===== src/rtl/spu_stall_ctrl.sv =====
// Stall/flush controller: combinational prefix stall vector from stage requests and multi-cycle holds; FSM IDLE/HOLD/FLUSH.
// Optional STALL_PERF_CNT_EN adds a 32-bit count of cycles with stall[0] set; otherwise stall_cycles is tied to 0.
module spu_stall_ctrl #(
    parameter int N_STAGES     = 13,
    parameter int CNT_W        = 6,
    parameter int FLUSH_CYCLES = 2
) (
    input  logic                clk,
    input  logic                rst,
    input  logic [0:N_STAGES-1] stall_req,
    input  logic                mc_start,
    input  logic [3:0]          mc_stage,
    input  logic [CNT_W-1:0]    mc_cycles,
    input  logic                flush_req,
    output logic [0:N_STAGES-1] stall,
    output logic                flush,
    output logic                busy,
    output logic [31:0]         stall_cycles
);

    localparam int FCNT_W = $clog2(FLUSH_CYCLES + 1);
    localparam logic [FCNT_W-1:0] F_RELOAD = FCNT_W'(FLUSH_CYCLES - 1);
    localparam logic [3:0] LAST_STAGE = 4'(N_STAGES - 1);

    typedef enum logic [1:0] {IDLE, HOLD, FLUSH} state_t;

    state_t             state, state_n;
    logic [CNT_W-1:0]   hcnt, hcnt_n;
    logic [FCNT_W-1:0]  fcnt, fcnt_n;
    logic [3:0]         hold_stage, hold_stage_n;
    logic [0:N_STAGES-1] src;
    logic               acc;

    always_ff @(posedge clk) begin
        if (rst) begin
            state      <= IDLE;
            hcnt       <= '0;
            fcnt       <= '0;
            hold_stage <= '0;
        end else begin
            state      <= state_n;
            hcnt       <= hcnt_n;
            fcnt       <= fcnt_n;
            hold_stage <= hold_stage_n;
        end
    end

    always_comb begin
        state_n      = state;
        hcnt_n       = hcnt;
        fcnt_n       = fcnt;
        hold_stage_n = hold_stage;
        case (state)
            IDLE: begin
                if (flush_req) begin
                    state_n = FLUSH;
                    fcnt_n  = F_RELOAD;
                end else if (mc_start && mc_cycles != '0) begin
                    state_n      = HOLD;
                    hold_stage_n = (mc_stage > LAST_STAGE) ? LAST_STAGE : mc_stage;
                    hcnt_n       = mc_cycles - CNT_W'(1);
                end
            end
            HOLD: begin
                if (flush_req) begin
                    state_n = FLUSH;
                    fcnt_n  = F_RELOAD;
                    hcnt_n  = '0;
                end else if (hcnt == '0) begin
                    state_n = IDLE;
                end else begin
                    hcnt_n = hcnt - CNT_W'(1);
                end
            end
            FLUSH: begin
                if (flush_req) begin
                    fcnt_n = F_RELOAD;
                end else if (fcnt == '0) begin
                    state_n = IDLE;
                end else begin
                    fcnt_n = fcnt - FCNT_W'(1);
                end
            end
            default: state_n = IDLE;
        endcase
    end

    // Each stage stalls if any source sits at or beyond it, giving the prefix mask.
    always_comb begin
        src   = stall_req;
        stall = '0;
        acc   = 1'b0;
        if (state == HOLD)
            src[hold_stage] = 1'b1;
        for (int i = N_STAGES - 1; i >= 0; i--) begin
            acc      = acc | src[i];
            stall[i] = acc && (state != FLUSH);
        end
    end

    assign flush = (state == FLUSH);
    assign busy  = (state != IDLE);

`ifdef STALL_PERF_CNT_EN
    always_ff @(posedge clk) begin
        if (rst)
            stall_cycles <= '0;
        else if (stall[0])
            stall_cycles <= stall_cycles + 32'd1;
    end
`else
    assign stall_cycles = '0;
`endif

endmodule


===== config.mk =====
export PLATFORM = sky130hd
export DESIGN_NAME = spu_stall_ctrl
export DESIGN_NICKNAME = d
export VERILOG_FILES = /design/src/rtl/spu_stall_ctrl.sv
export SDC_FILE = /design/constraint.sdc
export NUM_CORES = 1
export LEC_CHECK = 0
export CAP_MARGIN = 20
export CORE_MARGIN = 2
export CORE_UTILIZATION = 41
export CTS_CLUSTER_DIAMETER = 30
export DETAILED_ROUTE_END_ITERATION = 8
export GPL_TIMING_DRIVEN = 0
export PLACE_DENSITY_LB_ADDON = 0.1
export SYNTH_ARGS = -nofsm -noshare
export SYNTH_HDL_FRONTEND = slang
export SYNTH_SLANG_ARGS = --single-unit

===== constraint.sdc =====
create_clock -name clk -period 2.5 [get_ports clk]
set_clock_uncertainty 0.2 [all_clocks]
set_input_delay 0.5 -clock clk [delete_from_list [all_inputs] [get_ports clk]]
set_output_delay 0.5 -clock clk [all_outputs]
set_load 0.01 [all_outputs]

* After elaboration in Yosys (flattened, before gate mapping) *
Index checks and enable logic that the tools add are counted.

word-level totals
  output and inout port bits = 47
  flip-flop bits (word level) = 14
  logic and storage cells = 84

operators by class
  multiplexer cells = 20
  eq/ne operators = 12
  $lt $le $gt $ge = 3
  add/sub/neg operators = 3
  bitwise gates (word level) = 15
  reductions and logical operators = 27

operators by type and width
  kind                                                    count
  two-way mux 6 bit                                       4
  two-way mux 2 bit                                       9
  logical AND 1 bit                                       15
  two-way mux 13 bit                                      1
  OR 13 bit                                               1
  inequality test 3 bit (second input constant)           4
  OR 1 bit                                                12
  one-hot mux 6 bit (2 select lines)                      1
  subtractor 6 x 1 -> 6 bit (second input constant)       2
  inequality test 2 bit (second input constant)           4
  AND reduction 4 bit                                     2
  logical NOT 6 bit                                       1
  one-hot mux 2 bit (3 select lines)                      1
  AND reduction 3 bit                                     2
  nonzero test 2 bit                                      3
  nonzero test 6 bit                                      1
  >= comparator 5 bit (second input constant)             1
  < comparator 5 x 1 -> 1 bit (second input constant)     1
  NOT 4 -> 5 bit                                          1
  demux 1 bit (select 4 bit)                              1
  > comparator 4 bit (second input constant)              1
  logical NOT 2 bit                                       2
  two-way mux 4 bit                                       1
  inequality test 2 x 1 -> 1 bit (second input constant)  2
  other kinds (7)                                         7

* Longest topological paths before layout *
Gate-level depths: netlist of the first run.

  word-level depth = 20
  depth in mapped cells = 7
  gate-level depth less buffers = 6

* Worst setup path after synthesis of the first run *
OpenSTA, ideal clock, no wires.

  path kind = input-to-output
  start = in stall_req[12] (netlist name)
  end = out stall[0] (netlist name)
  path buffers = 0
  data arrival time = 1.705 ns
  path slack = 0.095 ns
  cell stages on the path = 4
  cell sequence = or4_1 -> a31o_1 -> nor3_4 -> a31oi_1

on the way
  longest elaborated chain between the ends = 15

RTL lines
  what                      RTL line  source
  start: declaration        10        input logic [0:N_STAGES-1] stall_req,
  OR 13 bit (no line)       -
  two-way mux 13 bit *      93        if (state == HOLD)
  OR 1 bit * (12 in a row)  96        acc = acc | src[i];
  logical AND 1 bit *       97        stall[i] = acc && (state != FLUSH);
  end: declaration          15        output logic [0:N_STAGES-1] stall,

Mark *: on every way between the ends. The rest lies on a longest branch, timed or not.

* Final worst setup path of the first run *
  start = in stall_req[11] (netlist name)
  end = out stall[5] (netlist name)

on the way
  longest elaborated chain between the ends = 10

RTL lines
  what                     RTL line
  OR 13 bit (no line)      -
  two-way mux 13 bit *     93
  OR 1 bit * (7 in a row)  96
  logical AND 1 bit *      97

Marked as above.

==> results.cfg, run 1 <==
[global_route]
antenna_found_initial = 0
overflow = 0
grt_pass1_wl_um = 6680
grt_use_total_pct = 19.7
grt_pass1_vias = 1444
grt_max_degree = 11

[yosys]
ys_top_cells_by_area = dfxtp_1 (19%), buf_4 (16%), a21oi_1 (5.6%), ha_1 (4.1%), o21ai_0 (4.0%)
synth-edff-count = 0
synth_top_cell_area_share_pct = 18.5
ys_ff_latch = 14
yosysTopAreaCell = dfxtp_1
synth_cell_types = 50
ys_seq_area_share_pct = 18.5
syn_inst = 208
async_flop_share_pct = 0
syn_area_um2 = 1510
ys_warn_count = 0
avgSynthCellArea_um2 = 7.27
synth_ff_type = dfxtp_1

[sta]
final_hold_viol_count = 0
finalMaxSlewViolations = 0
fmax_mhz = 374
timing.final.crit_share_pct = 107
layout_min_cycle_time_ns = 2.68
timing.hold.ws_ns = 0.321
finalSetupViolations = 10
rsz0062_at_grt = yes
setup_ws_ns = -0.176

[worst_setup_path]
path_class = in -> out
arrival_ns = 1.98
critPathLaunchType = input pin
cp.required_ns = 1.80
crit_path_end_kind = primary output
crit_fanout = 5

[placement]
portBuffers = 41
dp_slack_ns = -0.910
dp_hpwl_um = 3020
place.gp.congestion = 0.854
place_area_um2 = 2100

[clocking]
clock_path_buffers = 2
tritoncts = done
clk_pin_slew_ns = 0.06
root_buffer = clkbuf_8
clk_latency_ns = 0.25
h-tree-depth = 1
numCtsBuffers = 3
clock_sinks = 14

[power]
sw_frac_of_total_pct = 32.6
pwr-share-seq_pct = 31.5
clock_power_share_pct = 28.6
power.internal_uw = 543
combPwrFrac_pct = 39.9
power_density_nw_per_um2 = 347
peakVddDrop_uv = 302
p_switching_uw = 263
p_leak_uw = 0.00102

[floorplan]
die_x_um = 64.7
fp.dieH_um = 64.7
num_rows = 22
core_area_um2 = 3610
start_util_pct = 41.9
dieArea_um2 = 4190
top_level_ports = 74

[job]
drv_cap = 0

[routing]
drtIter0Drc = 68
num_vias = 1690
drc = 0
routed_via_density = 4.97
wl_per_cell_um = 12.5
postRouteAntennaNets = 0
first_pass_iters = 4
drt-total-wl_um = 4260

[final_layout]
design_area_um2 = 2320
n_fill_cell = 354
area_growth_pct = 53.7
final_util_pct = 64.4
drive_above_1_share_pct = 31.8
nNetsFinal = 325
n_antenna_cell = 0

[status]
outcome = finished with violations
violations = negative setup slack

[hold_path]
min_path_type = reg -> reg
-- stage by stage --
step | cells | power, uW | setup TNS (ns)
finish | 340 | 806 | -1.53
CTS | 337 | 789 | -1.41
floorplan | 239 | 444 | 0
global route | 340 | 848 | -2.14
detailed placement | 328 | 561 | -9.76
global placement | 328 | 559 | -9.78
-- worst max-delay path: stages --
cell and delay, ns:
buf_6 0.09, or4_4 0.52, a31o_4 0.24, nor3_4 0.24, buf_12 0.16, a31oi_1 0.07
buf_2 0.14
-- worst paths after layout --
| kind | startpoint | to | slack (ns) | depth (start not counted) |
|---|---|---|---|---|
| hold reg to reg | fcnt[0]$_SDFFE_PP0P_ | fcnt[0]$_SDFFE_PP0P_ | 0.32 | 2 |
| hold / removal | fcnt[0]$_SDFFE_PP0P_ | fcnt[0]$_SDFFE_PP0P_ | 0.32 | 2 |
| setup reg to reg | hcnt[0]$_SDFFE_PP0P_ | hcnt[1]$_SDFFE_PP0P_ | 0.55 | 6 |
| setup / recovery | stall_req[11] | stall[5] | -0.18 | 7 |
-- power groups by stage --
stage               Clock, uW  Sequential, uW  Combinational, uW
floorplan                   0             252                192
global placement            0             256                303
detailed placement          0             256                305
CTS                       231             253                305
global route              241             256                351
finish                    231             254                321
-- layout make-up --
class	count	area (um2)	share of cell area, %
Multi-Input combinational cell	170	1130	48.6
Timing Repair Buffer	50	433	18.6
Buffer	43	320	13.8
Sequential cell	14	285	12.3
Tap cell	48	60.1	2.58
Clock buffer	4	55.1	2.37
Inverter	11	41.3	1.78
-- registers in the layout, indices dropped and copies added (netlist names) --
signal and cells:
state 2, fcnt 2, hcnt 6, hold_stage 4
-- cells by family after synthesis --
group / share of synthesized area, %
AO/OA/AOI/OAI: 27.3
other: 0.248
flip-flops: 18.5
adder cells (fa/ha/maj): 4.14
AND/OR/NAND/NOR: 25.9
buffers and inverters: 21.9
multiplexers: 0.745
XOR/XNOR: 1.16
-- cell usage after synthesis, types with 2 or more instances --
master and n:
dfxtp_1 14, nor2_1 13, or4_1 2, or3_1 2
buf_4 32, ha_1 5, a31oi_1 8, inv_1 11
o21ai_0 12, buf_2 4, nor3b_1 7, nor4_1 2
o32ai_1 2, o22ai_1 4, nand3_1 4, nor2b_1 3
nand2b_1 5, nor4b_1 2, o211a_1 2, nand2_1 8
o31ai_1 2, a211oi_1 4, nor3_1 9, clkbuf_1 8
a21oi_1 17, o211ai_1 2
-- layer usage --
layer | GRT usage [%] | vias up | wire (um)
met1 | 26.3 | 757 | 1900
met5 | 0 | - | 0
li1 | - | 863 | -
met3 | 2.78 | 6 | 289
met2 | 32.2 | 64 | 2000
met4 | 7.18 | 0 | 63
-- cells in the final DEF (no fill, tap or decap), drive strengths merged, types with 2 or more instances in the layout --
cell            n
nor4b           2
dlygate4sd2     2
buf            61
conb           32
nor2           13
o32ai           2
nand2b          5
o22ai           4
ha              5
a31o            2
o31ai           2
nor3b           7
nor2b           3
a31oi           8
a211oi          4
or3b            2
nor4            2
or4             3
nand2           8
o211ai          3
o211a           2
clkdlybuf4s50  24
a21oi          17
or3             2
clkbuf         10
nor3           10
inv            11
nand3           4
dfxtp          14
o21ai          13
-- what timing repair did --
| action | in CTS | in global routing |
|---|---|---|
| buffers inserted | 5 | 4 |
| hold buffers | 0 | 0 |
| gates resized for setup | 88 | 13 |
| pin swaps | 5 | 9 |
| endpoints found under the setup margin | 14 | 12 |
| cloned | 1 | 0 |
(Power assumes the default switching activity.)
==> run 2, diff against run 1 <==
CAP_MARGIN = unset   (was 20)
HOLD_SLACK_MARGIN = 0.05   (was unset)
==> results of run 2 <==
Same layout as run 1: the final DEF is identical, and so are final timing and power.
==> run 3, diff against run 2 <==
CAP_MARGIN = 20   (was unset)
==> results of run 3 <==
Same layout as run 1: the final DEF is identical, and so are final timing and power.
